## src/rtl/actuador_puertas.sv

```systemverilog
// -----------------------------------------------------------------------------
// actuador_puertas
//
// Door mechanism model for the elevator car. It receives the door command and
// the obstruction sensor, moves a position counter between fully closed (0)
// and fully open (T_MOV), and counts the open dwell time. When the door has
// been fully open for T_ESPERA cycles without a restart, it raises a timeout.
//
// Parameters:
//   T_MOV     cycles for a full travel in either direction (>= 2)
//   T_ESPERA  cycles fully open, with no restart, before timeout (>= 1)
//   MAX_REV   sensor reversals before falla is raised (PUERTAS_FALLA_EN only)
//
// Ports:
//   clk      in   system clock, rising edge
//   rst_n    in   asynchronous active-low reset
//   orden    in   [1:0] command: 01 open, 10 close, 00/11 nothing
//   sensor   in   obstruction between the doors (1 = sensed)
//   puertas  out  [1:0] registered status: 00 closed, 01 open,
//                 10 closing, 11 opening
//   timeout  out  registered open-hold timeout
//   falla    out  sticky reversal fault (PUERTAS_FALLA_EN only)
//
// Optional feature macro: PUERTAS_FALLA_EN
//   Defined:   adds MAX_REV, the falla output and a reversal counter.
//   Undefined: no falla port; door behaviour is otherwise identical.
//
// States:
//   state    | meaning
//   CERRADA  | fully closed, pos = 0
//   ABIERTA  | fully open, pos = T_MOV, hold counter running
//   CERRANDO | closing, pos decrements every edge
//   ABRIENDO | opening, pos increments every edge
// -----------------------------------------------------------------------------
module actuador_puertas #(
    parameter int T_MOV    = 8,
    parameter int T_ESPERA = 16
`ifdef PUERTAS_FALLA_EN
    ,
    parameter int MAX_REV  = 3
`endif
) (
    input  logic       clk,
    input  logic       rst_n,
    input  logic [1:0] orden,
    input  logic       sensor,
    output logic [1:0] puertas,
    output logic       timeout
`ifdef PUERTAS_FALLA_EN
    ,
    output logic       falla
`endif
);

    localparam int POS_W  = $clog2(T_MOV + 1);
    localparam int HOLD_W = $clog2(T_ESPERA + 1);

    localparam logic [POS_W-1:0]  POS_ZERO = '0;
    localparam logic [POS_W-1:0]  POS_ONE  = POS_W'(1);
    localparam logic [POS_W-1:0]  POS_LAST = POS_W'(T_MOV - 1);
    localparam logic [POS_W-1:0]  POS_MAX  = POS_W'(T_MOV);
    localparam logic [HOLD_W-1:0] HOLD_ONE = HOLD_W'(1);
    localparam logic [HOLD_W-1:0] HOLD_MAX = HOLD_W'(T_ESPERA);

    typedef enum logic [1:0] {
        CERRADA  = 2'b00,
        ABIERTA  = 2'b01,
        CERRANDO = 2'b10,
        ABRIENDO = 2'b11
    } estado_t;

    estado_t           estado, estado_next;
    logic [POS_W-1:0]  pos, pos_next;
    logic [HOLD_W-1:0] hold, hold_next;
    logic              timeout_next;

    // Sensor outranks every command; a close request only counts when the
    // doorway is clear. orden == 11 falls through as "nothing".
    logic abrir;
    logic cerrar;

    assign abrir  = sensor | (orden == 2'b01);
    assign cerrar = ~sensor & (orden == 2'b10);

`ifdef PUERTAS_FALLA_EN
    localparam int REV_W = $clog2(MAX_REV + 1);
    localparam logic [REV_W-1:0] REV_ONE = REV_W'(1);
    localparam logic [REV_W-1:0] REV_MAX = REV_W'(MAX_REV);

    logic [REV_W-1:0] rev, rev_next;
    logic             falla_next;
`endif

    always_ff @(posedge clk or negedge rst_n) begin
        if (!rst_n) begin
            estado  <= CERRADA;
            pos     <= '0;
            hold    <= '0;
            timeout <= 1'b0;
`ifdef PUERTAS_FALLA_EN
            rev     <= '0;
            falla   <= 1'b0;
`endif
        end else begin
            estado  <= estado_next;
            pos     <= pos_next;
            hold    <= hold_next;
            timeout <= timeout_next;
`ifdef PUERTAS_FALLA_EN
            rev     <= rev_next;
            falla   <= falla_next;
`endif
        end
    end

    always_comb begin
        estado_next  = estado;
        pos_next     = pos;
        hold_next    = hold;
        timeout_next = 1'b0;
`ifdef PUERTAS_FALLA_EN
        rev_next     = rev;
`endif

        case (estado)
            CERRADA: begin
                pos_next = POS_ZERO;
                if (abrir) begin
                    estado_next = ABRIENDO;
                end
            end

            ABRIENDO: begin
                // A reversal holds pos on the reversal edge, even when this
                // edge would otherwise have completed the travel. The >=
                // also covers a reopen from pos == T_MOV (closing aborted on
                // its very first edge).
                if (cerrar) begin
                    estado_next = CERRANDO;
                end else if (pos >= POS_LAST) begin
                    pos_next    = POS_MAX;
                    hold_next   = '0;
                    estado_next = ABIERTA;
                end else begin
                    pos_next = pos + POS_ONE;
                end
            end

            ABIERTA: begin
                if (abrir) begin
                    hold_next = '0;
                end else if (cerrar) begin
                    hold_next   = '0;
                    estado_next = CERRANDO;
                end else begin
                    if (hold != HOLD_MAX) begin
                        hold_next = hold + HOLD_ONE;
                    end
                    timeout_next = (hold_next == HOLD_MAX);
                end
            end

            CERRANDO: begin
                if (abrir) begin
                    estado_next = ABRIENDO;
`ifdef PUERTAS_FALLA_EN
                    if (sensor && (rev != REV_MAX)) begin
                        rev_next = rev + REV_ONE;
                    end
`endif
                end else if (pos <= POS_ONE) begin
                    // <= also catches a close that began at pos 0 (opening
                    // reversed on its first edge).
                    pos_next    = POS_ZERO;
                    estado_next = CERRADA;
`ifdef PUERTAS_FALLA_EN
                    rev_next    = '0;
`endif
                end else begin
                    pos_next = pos - POS_ONE;
                end
            end

            default: begin
                estado_next = CERRADA;
                pos_next    = POS_ZERO;
                hold_next   = '0;
            end
        endcase

`ifdef PUERTAS_FALLA_EN
        falla_next = falla | (rev_next == REV_MAX);
`endif
    end

    assign puertas = estado;

endmodule
```

## config.mk

```make
export PLATFORM = sky130hd
export DESIGN_NAME = actuador_puertas
export DESIGN_NICKNAME = d
export VERILOG_FILES = /design/src/rtl/actuador_puertas.sv
export SDC_FILE = /design/constraint.sdc
export NUM_CORES = 1
export LEC_CHECK = 0
export CAP_MARGIN = 10
export CORE_MARGIN = 3
export CORE_UTILIZATION = 35
export DETAILED_ROUTE_END_ITERATION = 10
export SLEW_MARGIN = 20
export SYNTH_ARGS = -nofsm -noshare
export SYNTH_HDL_FRONTEND = slang
export SYNTH_SLANG_ARGS = --single-unit
```

## constraint.sdc

```tcl
create_clock -name clk -period 4.7 [get_ports clk]
set_clock_uncertainty 0.15 [all_clocks]
set_input_delay 0.47 -clock clk [delete_from_list [all_inputs] [get_ports clk]]
set_output_delay 0.47 -clock clk [all_outputs]
set_load 0.02 [all_outputs]
```

* After elaboration in Yosys (flattened, before gate mapping)
Cells that the tools add are included.
** Storage, ports and cells
- Register bits :: 12
- Input port bits :: 5
- Output and inout bits :: 3
- Word-level logic and storage cells :: 58
** Operators by class
- Add/sub/neg operators :: 3
- Order comparisons :: 2
- Equal/unequal tests :: 15
- Mux-type cells :: 25
- Bitwise gates (word level) :: 3
- Reductions and logical operators :: 6
** Operators by type and width (number)
- $mux 5 :: 8
- $mux 4 :: 4
- $mux 2 :: 7
- $ne 2x2->1 const B :: 6
- $pmux 4 s3 :: 1
- $pmux 5 s2 :: 1
- $pmux 2 s4 :: 1
- $eq 2x2->1 const B :: 3
- $ne 3x3->1 const B :: 2
- $reduce_and 3->1 :: 2
- $add 5x1->5 const B :: 1
- $eq 5x5->1 const B :: 1
- $ne 5x5->1 const B :: 1
- $reduce_and 5->1 :: 1
- $add 4x1->4 const B :: 1
- $eq 2x1->1 const B :: 2
- $ge 4x3->1 const B :: 1
- $le 4x1->1 const B :: 1
- $sub 4x1->4 const B :: 1
- $mux 1 :: 3
- $reduce_bool 3->1 :: 1
- $logic_not 2->1 :: 1
- $reduce_bool 2->1 :: 1
- $and 1x1->1 :: 1
- other kinds (2) :: 2

* Depth between registers and ports, before layout
- Word-level depth :: 9
- Gate-level depth with buffers :: 6
- Gate-level depth less buffers :: 6

* Least setup slack after synthesis
Ideal clock, no wire load.
- Path type :: register to register
- Start :: register pos[0]
- End :: register estado[1], in the netlist puertas[1]
- Arrival :: 1.438 ns
- Data required time :: 4.424 ns
- Setup slack :: 2.986 ns
- Cell stages (with the launch flop) :: 7
- Path buffers :: 0
- Path through :: dfrtp_1 > inv_1 > ha_1 > nor2_1 > o311ai_4 > o21ai_1 > a311o_1
** On the way
- Longest elaborated chain between the ends :: 3
- Elaborated cells on any way between the ends :: 5
- Those cells by class :: order compare (2); eq/ne (2); reduce/logical (1)
** Ends and longest elaborated chain
- start, declared :: RTL line 73 : logic [POS_W-1:0] pos, pos_next;
- start signal, assigned :: RTL line 106 : pos <= pos_next;
- $ge 4x3->1 or $le 4x1->1 (tied branches) :: RTL line 140, 171
- $ne 3x3->1 (no source line)
- $reduce_and 5->1 (no source line) *
- end signal, assigned :: RTL line 105 : estado <= estado_next;
- end, declared :: RTL line 72 : estado_t estado, estado_next;
Every way passes the cells marked *; elsewhere a longest branch is shown, timed or not.
A chain may end at the register's enable or synchronous reset.

* Worst setup path after layout
- Start :: register estado[1], in the netlist puertas[1]
- End :: output port puertas[1]
** RTL lines
- end, declared :: RTL line 47 : output logic [1:0] puertas,
No word-level cell between the ends.

==> impl_summary.md <==
Route
After detailed routing, the number of remaining DRC violations is 0. For this block, the initial DRC count from the detailed router was 18. Summed over all layers, the routed wires come to 1.840 mm. Detailed routing inserted a total of 723 vias. The detailed-router iteration count before antenna repair is 4. The final routed wire length divided by cell count is 14.60 µm. The detail route stage leaves a number of antenna-violating nets equal to 0.

The average vias per placed instance is 5.738.

Job
Across the run, the number of max-cap violations was 0.

Timing
The number of max-slew violations in the final report is 0. The maximum achievable frequency is 456.7 MHz. At the pin with the least slew margin, the transition time is 607.2 ps. The relative max-transition margin is 59.39%.

Setup violations remaining at the end of the flow were counted as 0. After routing, the total negative slack on setup checks comes to 0 ps. Counting I/O delays and the setup requirement, the final critical path takes 2189 ps. Setup repair after global routing left no endpoint under its margin. After layout, the worst path uses 46.58% of the clock period. The final count of hold timing violations is 0.

Synthesis
The predominant post-synthesis flop cell is dfrtp_1. In this run, synthesis produced a sequential element count of 12. The post-synthesis cell type count is 43. The largest area contributor in the netlist is dfrtp_1. The number of warning messages in the yosys log is 0. The share of Yosys cell area claimed by the top area cell type is 33.06%. Synthesis produced a netlist whose cell count is 92. Averaged over all synthesized cells, the footprint is 9.874 µm².

The post-synthesis async set-or-reset flop share is 100.0%. The number of synthesized flops with an enable pin is 0. The cell area that synthesis handed to floorplanning was 908.4 µm². For this run, the register share of the synthesized area comes to 33.06%. Ranked by total cell area, the synthesized netlist is headed by dfrtp_1 33%, ha_1 6.9%, nand4bb_1 3.7%. Counting every net in the synthesized netlist gives 102.

Critical path
The cell family with the largest share of critical-path delay is buffers and inverters. The number of buffers and inverters on the critical path is 1. The setup check on the worst reg-to-reg path leaves a slack of 2790 ps. The launching element type of the critical path is a flop. For the worst flop-to-flop path, the logic depth is 6.

The slowest cell on the critical path is clkdlybuf4s50_1. At the worst endpoint, the arrival time is 1570 ps. STA classifies the critical path endpoint as a primary output.

The critical-path maximum fanout is 11. The signal on the critical path passes through clkdlybuf4s50_1. At the worst endpoint, the required time is 4080 ps. The launch point of the worst reg-to-reg path is pos[0]. The critical path in this run is classified as reg -> out. The worst register-to-register path ends at puertas[1]. The worst stage delay on the critical path is 690 ps.

Placed design
The number of placed instances, taps included, is 122. Input and output buffers added on the ports amount to 7. The routability-driven placement congestion ratio is 0.7296. The half-perimeter wire length after detailed placement is 1.292 mm.

Clock network
After clock tree synthesis, the repair step resized 0 gates. The number of hold buffers added after CTS was 0. The buffers inserted during post-CTS setup optimization is 0. Clock-pin slew was measured on the worst setup and hold paths at 80 ps.

CTS placed an instance of clkbuf_4 at the clock tree root. TritonCTS built the clock tree. CTS built an H-tree with a depth of 1. The number of buffers between clock root and the deepest sink is 2.

Clock tree synthesis found a total of 12 sinks. The total clock buffers created by CTS is 3. The clock latency on the worst-skew pair is 270 ps.

Global route
The largest net degree at the start of global routing is 15. The most heavily used metal layer in global routing is met2. The wire length of the first global-routing pass is 3.132 mm. For this run, global-route usage on met2 was measured as 18.92%.

For this run, global-route usage on met1 was measured as 16.09%. The number of antenna violations at the first check in global routing is 0. For this run, the total global-route usage over all layers was measured as 12.10%.

The total overflow left after global routing is 0. Global routing consumed, on the met3 layer, 3.394% of the routing resources. The number of global-route vias before repair is 721.

Pwr
Power spread over the standard cell area amounts to 477.1 nW/µm². In this run the static leakage power is 0.4390 nW. The worst-case IR drop observed on VDD is 0.2221 mV.

The design draws 0.4823 mW.

Hold path
The worst hold path terminates at hold[4]. The origin of the worst min-delay path is hold[4]. The worst hold path stage count is 1. The worst min-delay path category is reg -> reg.

Final layout
Cells with a size suffix above 1 make up 11.22% of the layout. The repair_antennas step left the layout with diodes totalling 0. Relative to the synthesized area, the layout overhead comes to 11.29%. The core utilization of the finished layout is 43.21%. After the flow finishes, the layout carries non-filler instances totaling 126. The library cell used most frequently in the layout, excluding fill and tap cells, is dfrtp_1. The total number of nets in the final design is 109. The fill cell instance count of the final layout is 251. In the layout the commonest cells are 12 x dfrtp_1, 7 x inv_1, 7 x clkdlybuf4s50_1.

Outcome
The flow ran to the end, and the final reports show no timing, DRC or antenna violations.

Floorplan
The total area inside the core boundary comes to 2340 µm². Row generation in the floorplan step produced 17 rows. The effective utilization at floorplan is 38.82%. In this run the horizontal extent of the chip is 56.95 µm.

The vertical die dimension is 56.95 µm. For this design the top-level I/O count stands at 8. The die covers 3243 µm².
report_power, final:
part | internal [mW] | switching (mW)
combinational | 0.0975 | 0.109
clock | 0.0470 | 0.0380
sequential | 0.131 | 0.0604
total | 0.275 | 0.207
kinds of logic after synthesis:
| kind of cell | synth area share [%] |
|---|---|
| flops | 33.06 |
| simple gates | 24.38 |
| xor+xnor | 3.857 |
| buf+inv | 7.162 |
| compound gates | 23.42 |
| fa+ha+maj | 6.887 |
| mux | 1.240 |
worst max-delay path by stage:
stage | startpoint | to | cells past startpoint | slack, ps
floorplan | pos[0] | puertas[1] | 6 | 2990
global placement | orden[0] | hold[2] | 5 | 2490
detailed placement | orden[0] | hold[2] | 5 | 2470
CTS | puertas[1] | puertas[1] | 1 | 2500
global route | puertas[0] | puertas[0] | 1 | 2430
finish | puertas[1] | puertas[1] | 1 | 2510
synth_stat cells, types with 2 or more instances:
master and n:
o31ai_1 2, o21ai_0 6, nor2_1 4, ha_1 5, inv_1 7, buf_4 3, dfrtp_1 12, nand4bb_1 3
xnor2_1 3, nand2_1 4, nand3_1 5, a21oi_1 4, a21o_1 2, or3_1 2, a22o_1 2
registers in the layout (all words and copies together), names as in the netlist:
| name | cells |
|---|---|
| pos | 4 |
| puertas | 2 |
| hold | 5 |
| timeout | 1 |
final cells by class:
class	instances	area, µm²	area share [%]
multi-input cells	68	543.0	53.71
flip-flops and latches	12	300.3	29.70
repair buffers	7	70.07	6.931
clock buffers	4	36.28	3.589
well taps	28	35.03	3.465
inverters	7	26.28	2.599
layer usage:
metal  up-vias  part of all wire, %  routed length [µm]
li1        354                    -                   -
met1       354                   50                 911
met2        13                   45                 827
met3         2                  4.7                  87
met4         0                 0.71                  13
met5         -                    0                   0
through the flow:
stage	hold slack [ps]	area, µm²	setup WS [ps]
after floorplan	24.41	908.4	2986
after global placement	370.1	974.7	2491
after global routing	426.9	1011	2427
after detailed placement	375.9	974.7	2471
after CTS	395.2	1011	2495
final	391.5	1011	2511
worst reg2reg max path: cells and delay by family, from the launching register on:
| family | cells | cell delay [ps] |
|---|---|---|
| simple gates | 1 | 80 |
| compound gates | 3 | 840 |
| fa+ha+maj | 1 | 180 |
| buf+inv | 1 | 90 |
| flops | 1 | 450 |
(Power assumes the default switching activity.)
